`config.mk`:
```
export PLATFORM = sky130hd
export DESIGN_NAME = npc_predict_unit
export DESIGN_NICKNAME = d
export VERILOG_FILES = /design/src/rtl/npc_predict_unit_pkg.sv /design/src/rtl/npc_predict_unit_sat_ctr2.sv /design/src/rtl/npc_predict_unit.sv
export SDC_FILE = /design/constraint.sdc
export NUM_CORES = 2
export LEC_CHECK = 0
export CAP_MARGIN = 25
export CORE_ASPECT_RATIO = 0.5
export CORE_MARGIN = 2
export CORE_UTILIZATION = 60
export DETAILED_ROUTE_END_ITERATION = 10
export PLACE_DENSITY_LB_ADDON = 0.05
export SETUP_SLACK_MARGIN = 0.02
export SYNTH_ARGS = -nofsm -noshare
export SYNTH_HDL_FRONTEND = slang
export SYNTH_HIERARCHICAL = 1
export SYNTH_SLANG_ARGS = --single-unit
```
`constraint.sdc`:
```
create_clock -name clk -period 13.7 [get_ports clk]
set_clock_uncertainty 0.05 [all_clocks]
set_input_delay 4.11 -clock clk [delete_from_list [all_inputs] [get_ports clk]]
set_output_delay 4.11 -clock clk [all_outputs]
set_load 0.01 [all_outputs]
```
`src/rtl/npc_predict_unit_pkg.sv`:
```
// npc_predict_unit_pkg: NPC/branch encodings and branch-condition helper
package npc_predict_unit_pkg;
  typedef enum logic [1:0] {
    NPC_PLUS4    = 2'd0,
    NPC_BRANCH   = 2'd1,
    NPC_JUMP_IMM = 2'd2,
    NPC_JUMP_REG = 2'd3
  } npc_op_e;
  typedef enum logic [1:0] {
    JMP_NONE = 2'd0,
    JMP_IMM  = 2'd1,
    JMP_REG  = 2'd2
  } jmp_e;
  typedef enum logic [2:0] {
    BR_NONE = 3'd0,
    BR_BEQ  = 3'd1,
    BR_BNE  = 3'd2,
    BR_BLEZ = 3'd3,
    BR_BGTZ = 3'd4,
    BR_BLTZ = 3'd5,
    BR_BGEZ = 3'd6
  } br_e;
  function automatic logic br_cond(input logic [2:0] br, input logic zero, input logic neg);
    return br == BR_BEQ  ? zero :
           br == BR_BNE  ? !zero :
           br == BR_BLEZ ? (neg | zero) :
           br == BR_BGTZ ? (!neg & !zero) :
           br == BR_BLTZ ? neg :
           br == BR_BGEZ ? !neg : 1'b0;
  endfunction
endpackage

```
`src/rtl/npc_predict_unit_sat_ctr2.sv`:
```
// sat_ctr2: next state of a 2-bit saturating counter
// Ports: i_ctr current value, i_inc 1=count up / 0=count down, o_ctr next value
module sat_ctr2 (
  input  logic [1:0] i_ctr,
  input  logic       i_inc,
  output logic [1:0] o_ctr
);
  always_comb o_ctr = i_inc ? (&i_ctr ? i_ctr : i_ctr + 2'd1) : (|i_ctr ? i_ctr - 2'd1 : i_ctr);
endmodule

```
`src/rtl/npc_predict_unit.sv`:
```
// npc_predict_unit: BTB-based next-PC predictor with EX-stage resolve/redirect and statistics
// Ports: clk/rst_n; pc_f -> pred_taken_f/pred_target_f (IF lookup);
//        ex_* resolve inputs -> ex_npc_op, redirect, redirect_pc; branch_cnt, mispred_cnt stats
module npc_predict_unit
  import npc_predict_unit_pkg::*;
#(
  parameter int PC_W       = 32,
  parameter int IDX_W      = 4,
  parameter int CNT_W      = 32,
  parameter bit PREDICT_EN = 1'b1
) (
  input  logic             clk,
  input  logic             rst_n,
  input  logic [PC_W-1:0]  pc_f,
  output logic             pred_taken_f,
  output logic [PC_W-1:0]  pred_target_f,
  input  logic             ex_valid,
  input  logic [PC_W-1:0]  ex_pc,
  input  logic [1:0]       ex_jump,
  input  logic [2:0]       ex_branch,
  input  logic             ex_zero,
  input  logic             ex_neg,
  input  logic [PC_W-1:0]  ex_imm_target,
  input  logic [PC_W-1:0]  ex_reg_target,
  input  logic             ex_pred_taken,
  input  logic [PC_W-1:0]  ex_pred_target,
  output logic [1:0]       ex_npc_op,
  output logic             redirect,
  output logic [PC_W-1:0]  redirect_pc,
  output logic [CNT_W-1:0] branch_cnt,
  output logic [CNT_W-1:0] mispred_cnt
);
  localparam int DEPTH = 2 ** IDX_W;
  localparam int TAG_W = PC_W - IDX_W - 2;
  logic [DEPTH-1:0] r_valid;
  logic [TAG_W-1:0] r_tag    [DEPTH];
  logic [PC_W-1:0]  r_target [DEPTH];
  logic [1:0]       r_ctr    [DEPTH];
  logic [CNT_W-1:0] r_branch_cnt, r_mispred_cnt;
  logic [IDX_W-1:0] w_fidx, w_eidx;
  logic [TAG_W-1:0] w_ftag, w_etag;
  logic             w_fhit, w_ehit, w_jimm, w_jreg, w_br, w_taken, w_upd;
  logic [PC_W-1:0]  w_target;
  logic [1:0]       w_ctr_nxt;
  assign w_fidx = pc_f[IDX_W+1:2];
  assign w_ftag = pc_f[PC_W-1:IDX_W+2];
  assign w_eidx = ex_pc[IDX_W+1:2];
  assign w_etag = ex_pc[PC_W-1:IDX_W+2];
  assign w_fhit = r_valid[w_fidx] && r_tag[w_fidx] == w_ftag;
  assign w_ehit = r_valid[w_eidx] && r_tag[w_eidx] == w_etag;
  assign pred_taken_f  = PREDICT_EN && w_fhit && r_ctr[w_fidx][1];
  assign pred_target_f = pred_taken_f ? r_target[w_fidx] : '0;
  assign w_jimm   = ex_jump == JMP_IMM;
  assign w_jreg   = ex_jump == JMP_REG;
  assign w_br     = br_cond(ex_branch, ex_zero, ex_neg);
  assign w_taken  = w_jimm | w_jreg | w_br;
  assign w_target = w_jimm ? ex_imm_target : w_jreg ? ex_reg_target : w_br ? ex_imm_target : ex_pc + PC_W'(4);
  assign w_upd    = ex_valid && (|ex_jump || |ex_branch);
  assign ex_npc_op   = !ex_valid ? NPC_PLUS4 : w_jimm ? NPC_JUMP_IMM : w_jreg ? NPC_JUMP_REG : w_br ? NPC_BRANCH : NPC_PLUS4;
  // Gated by rst_n so a held-valid EX stage cannot redirect during reset
  assign redirect    = rst_n && ex_valid && (w_taken != ex_pred_taken || (w_taken && ex_pred_target != w_target));
  assign redirect_pc = w_target;
  assign branch_cnt  = r_branch_cnt;
  assign mispred_cnt = r_mispred_cnt;
  sat_ctr2 u_sat_ctr2 (
    .i_ctr (r_ctr[w_eidx]),
    .i_inc (w_br),
    .o_ctr (w_ctr_nxt)
  );
  always_ff @(posedge clk or negedge rst_n) begin
    if (!rst_n) begin
      r_valid       <= '0;
      r_branch_cnt  <= '0;
      r_mispred_cnt <= '0;
      for (int i = 0; i < DEPTH; i++) begin
        r_tag[i]    <= '0;
        r_target[i] <= '0;
        r_ctr[i]    <= 2'b01;
      end
    end else begin
      if (w_upd && !(&r_branch_cnt)) r_branch_cnt <= r_branch_cnt + CNT_W'(1);
      if (redirect && !(&r_mispred_cnt)) r_mispred_cnt <= r_mispred_cnt + CNT_W'(1);
      if (w_upd) begin
        if (w_jimm) begin
          r_valid[w_eidx]  <= 1'b1;
          r_tag[w_eidx]    <= w_etag;
          r_target[w_eidx] <= ex_imm_target;
          r_ctr[w_eidx]    <= 2'b11;
        end else if (w_jreg) begin
          // Register jumps have no stable target; drop any aliasing entry
          if (w_ehit) r_valid[w_eidx] <= 1'b0;
        end else if (ex_jump == JMP_NONE) begin
          if (w_ehit) begin
            r_ctr[w_eidx] <= w_ctr_nxt;
            if (w_br) r_target[w_eidx] <= ex_imm_target;
          end else if (w_br) begin
            r_valid[w_eidx]  <= 1'b1;
            r_tag[w_eidx]    <= w_etag;
            r_target[w_eidx] <= ex_imm_target;
            r_ctr[w_eidx]    <= 2'b10;
          end
        end
      end
    end
  end
endmodule

```
==> results list <==
- Final-layout setup total negative slack: 0 ps
* Relative contribution of combinational cells to total power: 17.7%
- STA classifies the critical path endpoint as a primary output.
- Signed area change from the synthesized netlist to the final layout: 13.4%
- Reg2reg start: r_tag[14]$_DFFE_PN0P_
- From bottom edge to top edge, the die measures 218 um.
- Once the clock tree was built, the resizer swapped 0 gates to a different size.
* Worst setup path class: primary input to primary output
- Initial drt markers: 3,706
* Timing endpoint of the critical path: redirect
- Data required time of the worst path: 9540 ps
* Switching power share of the total: 27.0%
- Setup repair after global routing left no endpoint under its margin.
* Number of cell instances on the worst register-to-register path: 11
- The final critical path takes up 92.6% of the cycle.
* Slew @ Worst Pin: 1040 ps
- Summing the areas of all xor and xnor instances in the mapped netlist gives 2.78% of the synthesized area.
- Final-report max-slew violation count: 0
- In this run, flip-flops and latches consume 47.3% of the power.
- In this run, post-CTS hold repair placed 0 buffers.
* Main combinational cell family by area after synthesis: multiplexers
- Final weighted congestion of routability-driven global placement: 0.992
- On the final layout, the worst hold slack is 429 ps.
- Wire length of the first global-routing pass: 247,000 um
* Int Power: 5.70 mW
- Worst max-slew margin expressed relative to the limit: 30.8%
- The endpoint identified for the worst register-to-register timing path is r_tag[351]$_DFFE_PN0P_.
- Synthesized Nets: 4,095
- The tree is rooted in a sky130_fd_sc_hd__clkbuf_16.
- For this run, the leading register cell type out of synthesis is sky130_fd_sc_hd__dfrtp_1.
- Proportion of netlist area held by the largest area contributor: 46.5%
* Via count of the first global-routing pass: 37,300
* HPWL after detailed placement: 103,000 um
- Post-route standard cell area excluding fillers: 62,500 sq um
* Overall fraction of global-route tracks in use: 35.7%
- Buffers inserted during clock tree synthesis total 93.
- In this run the worst setup path begins at ex_branch[2].
* Simple-Gate Fraction of Synth Area: 5.40%
- R2R setup slack: 9160 ps
- After clock tree synthesis, the clock-pin slew on the worst setup and hold paths is 60 ps.
- CTS sink count: 1,040
- TritonCTS clock tree: done
- After global routing the overflow that remains totals 0.
* Number of buffers added on ports: 300
- Max Fclk: 78.9 MHz
- Floorplan die width: 432 um
- Maximum root-to-sink buffer count: 3
- In this run the power density over the cells is 125 nW/um^2.
- STA classifies the critical path startpoint as a primary input.
* Sequential-to-total area share from yosys stat: 47.3%
- The run finished with clean final reports.
- Post-DR vias/cell: 6.77
- Leakage: 27.8 nW
- Warning count from the yosys run: 6
- In this run the number of H-tree levels came out at 3.
- Most frequent cells after synthesis: sky130_fd_sc_hd__dfrtp_1, sky130_fd_sc_hd__mux2_2, sky130_fd_sc_hd__mux4_2, sky130_fd_sc_hd__clkbuf_1, sky130_fd_sc_hd__mux2_1
- Shortest period the worst path allows: 12,680 ps
* Worst hold path type: register to register
* Number of top-level pins: 303
* Top-count cell post-synth: sky130_fd_sc_hd__dfrtp_1
- Setup bufs post-CTS: 0
- Summed over all nets, the switching power comes to 2.10 mW.
- The final layout contains 4,260 nets.
- The clock network is responsible for 34.9% of the overall power.
- The post-route netlist has 37.2% of its cells at a drive strength greater than 1.
- Maximum net fanout on the critical path: 20
- Fill cells in the final layout number 6,384.
- The floorplan step defined a die boundary enclosing 94,400 sq um.
- VDD sags by at most 0.103 mV.
- Max Cap Violations: 0
- Largest area contributor in the netlist: sky130_fd_sc_hd__dfrtp_1
- After detailed routing, the number of remaining DRC violations is 0.
- Entering global routing, the biggest net connects 176 pins.
- Post-synthesis cell type count: 81
- Number of rows in the core area: 78
* Post-synthesis compound-gate area fraction: 3.99%
* Area of the mapped netlist: 55,100 sq um
* Total number of vias: 36,400
- Top post-synthesis cells by area: sky130_fd_sc_hd__dfrtp_1, sky130_fd_sc_hd__mux4_2, sky130_fd_sc_hd__mux2_2
- Synthesis handed over a netlist of 3,915 instances.
- In the final routed layout, each cell accounts on average for 30.9 um.
- Drt pass-1 iters: 6
* Final number of setup-violating endpoints: 0
* Routed Wire Length: 166,000 um
- In this run, synthesis inferred 0 flip-flops with an integrated enable.
* Antenna viol nets, final: 0
- The floorplan step defined a core boundary enclosing 90,800 sq um.
* Critical Path AT: 8520 ps
- After Yosys synthesis, full adders, half adders and majority gates account for 0.245% of the synthesized area.
- Antenna violations before repair: 13
- The synthesized design contains 1,040 register bits.
* Skew-Pair Late Insertion Delay: 720 ps
* Initial core utilization: 60.7%
- Total count of hold-check failures in the final report: 0
- Each instance of the synthesized netlist takes up on average 14.1 sq um.
- After detailed placement, the total cell area comes to 59,100 sq um.
- For this run, asynchronously set or reset flops after synthesis account for 100%.
- Of the post-synthesis cell area, the part taken by muxes is 37.0%.
-- sequential cells by signal, indices dropped and copies added (netlist names), named ones only --
| signal | cells |
|---|---|
| mispred_cnt | 32 |
| r_tag | 416 |
| branch_cnt | 32 |
| r_ctr | 32 |
| r_target | 512 |
-- critical path: stages --
cell	delay [ps]
sky130_fd_sc_hd__clkdlybuf4s50_1	770
sky130_fd_sc_hd__or3b_2	620
sky130_fd_sc_hd__o211ai_1	320
sky130_fd_sc_hd__a31oi_2	450
sky130_fd_sc_hd__o22ai_1	290
sky130_fd_sc_hd__a21oi_1	130
sky130_fd_sc_hd__a2111oi_0	460
sky130_fd_sc_hd__nand4_1	300
sky130_fd_sc_hd__nor4_4	410
sky130_fd_sc_hd__nor2b_1	120
sky130_fd_sc_hd__clkdlybuf4s50_1	520
-- per-stage QoR --
step	std cells	util [%]	power, mW	worst slack [ps]
2_1_floorplan	3915	-	4.58	2250
3_3_place_gp	5177	65.1	5.05	1090
3_5_place_dp	5177	65.1	5.11	1110
4_1_cts	5351	68.6	7.82	1080
5_1_grt	5369	68.8	8.11	704
6_report	5370	68.8	7.80	1020
-- logic make-up after synthesis --
group,after synthesis
muxes,1414
DFF,1040
and+or+nand+nor,551
buffers and inverters,408
AOI/OAI and AO/OA,316
xor gates and xnor gates,175
adders and majority gates,11
-- layer usage --
metal  track usage, %  wire [um]
met5                0          0
met1             49.4      68100
met2             56.5      78800
met3             6.19      11200
met4             15.2       7650
-- power groups by stage --
stage | Clock [mW] | Combinational, mW | Sequential [mW]
finish | 2.72 | 1.38 | 3.69
global route | 2.90 | 1.47 | 3.73
CTS | 2.76 | 1.38 | 3.68
detailed placement | 0 | 1.37 | 3.74
global placement | 0 | 1.34 | 3.71
floorplan | 0 | 0.915 | 3.66
-- cell type report --
cell class / instances / area [sq um] / share of cell area [%]
antenna: 11 / 27.5 / 0.0441
clock buffer: 129 / 2680 / 4.28
clock inverter: 45 / 479 / 0.767
inverter: 54 / 203 / 0.324
multi-input combinational: 2467 / 27400 / 43.9
sequential: 1040 / 26000 / 41.7
tap: 1200 / 1500 / 2.40
timing repair buffer: 424 / 4140 / 6.62
-- cell usage in the layout (no fill, tap or decap), types with 71 or more instances in the layout --
cell type and instances:
sky130_fd_sc_hd__mux2_2 755, sky130_fd_sc_hd__xnor2_1 104, sky130_fd_sc_hd__mux4_2 389, sky130_fd_sc_hd__nand2_1 132, sky130_fd_sc_hd__dfrtp_1 1024, sky130_fd_sc_hd__mux2_1 153
sky130_fd_sc_hd__o21ai_0 76, sky130_fd_sc_hd__xor2_1 71, sky130_fd_sc_hd__buf_4 114, sky130_fd_sc_hd__clkbuf_16 95, sky130_fd_sc_hd__clkdlybuf4s50_1 291
-- worst min-delay path by stage --
stage                                    startpoint                        end  cells past startpoint
after global routing      r_target[394]$_DFFE_PN0P_  r_target[394]$_DFFE_PN0P_                      2
after floorplan           r_target[385]$_DFFE_PN0P_  r_target[385]$_DFFE_PN0P_                      2
after global placement    r_target[437]$_DFFE_PN0P_  r_target[437]$_DFFE_PN0P_                      2
after CTS                 r_target[501]$_DFFE_PN0P_  r_target[501]$_DFFE_PN0P_                      2
final                     r_target[501]$_DFFE_PN0P_  r_target[501]$_DFFE_PN0P_                      2
after detailed placement  r_target[501]$_DFFE_PN0P_  r_target[501]$_DFFE_PN0P_                      2
No activity file was read; power rests on OpenSTA's default activity.
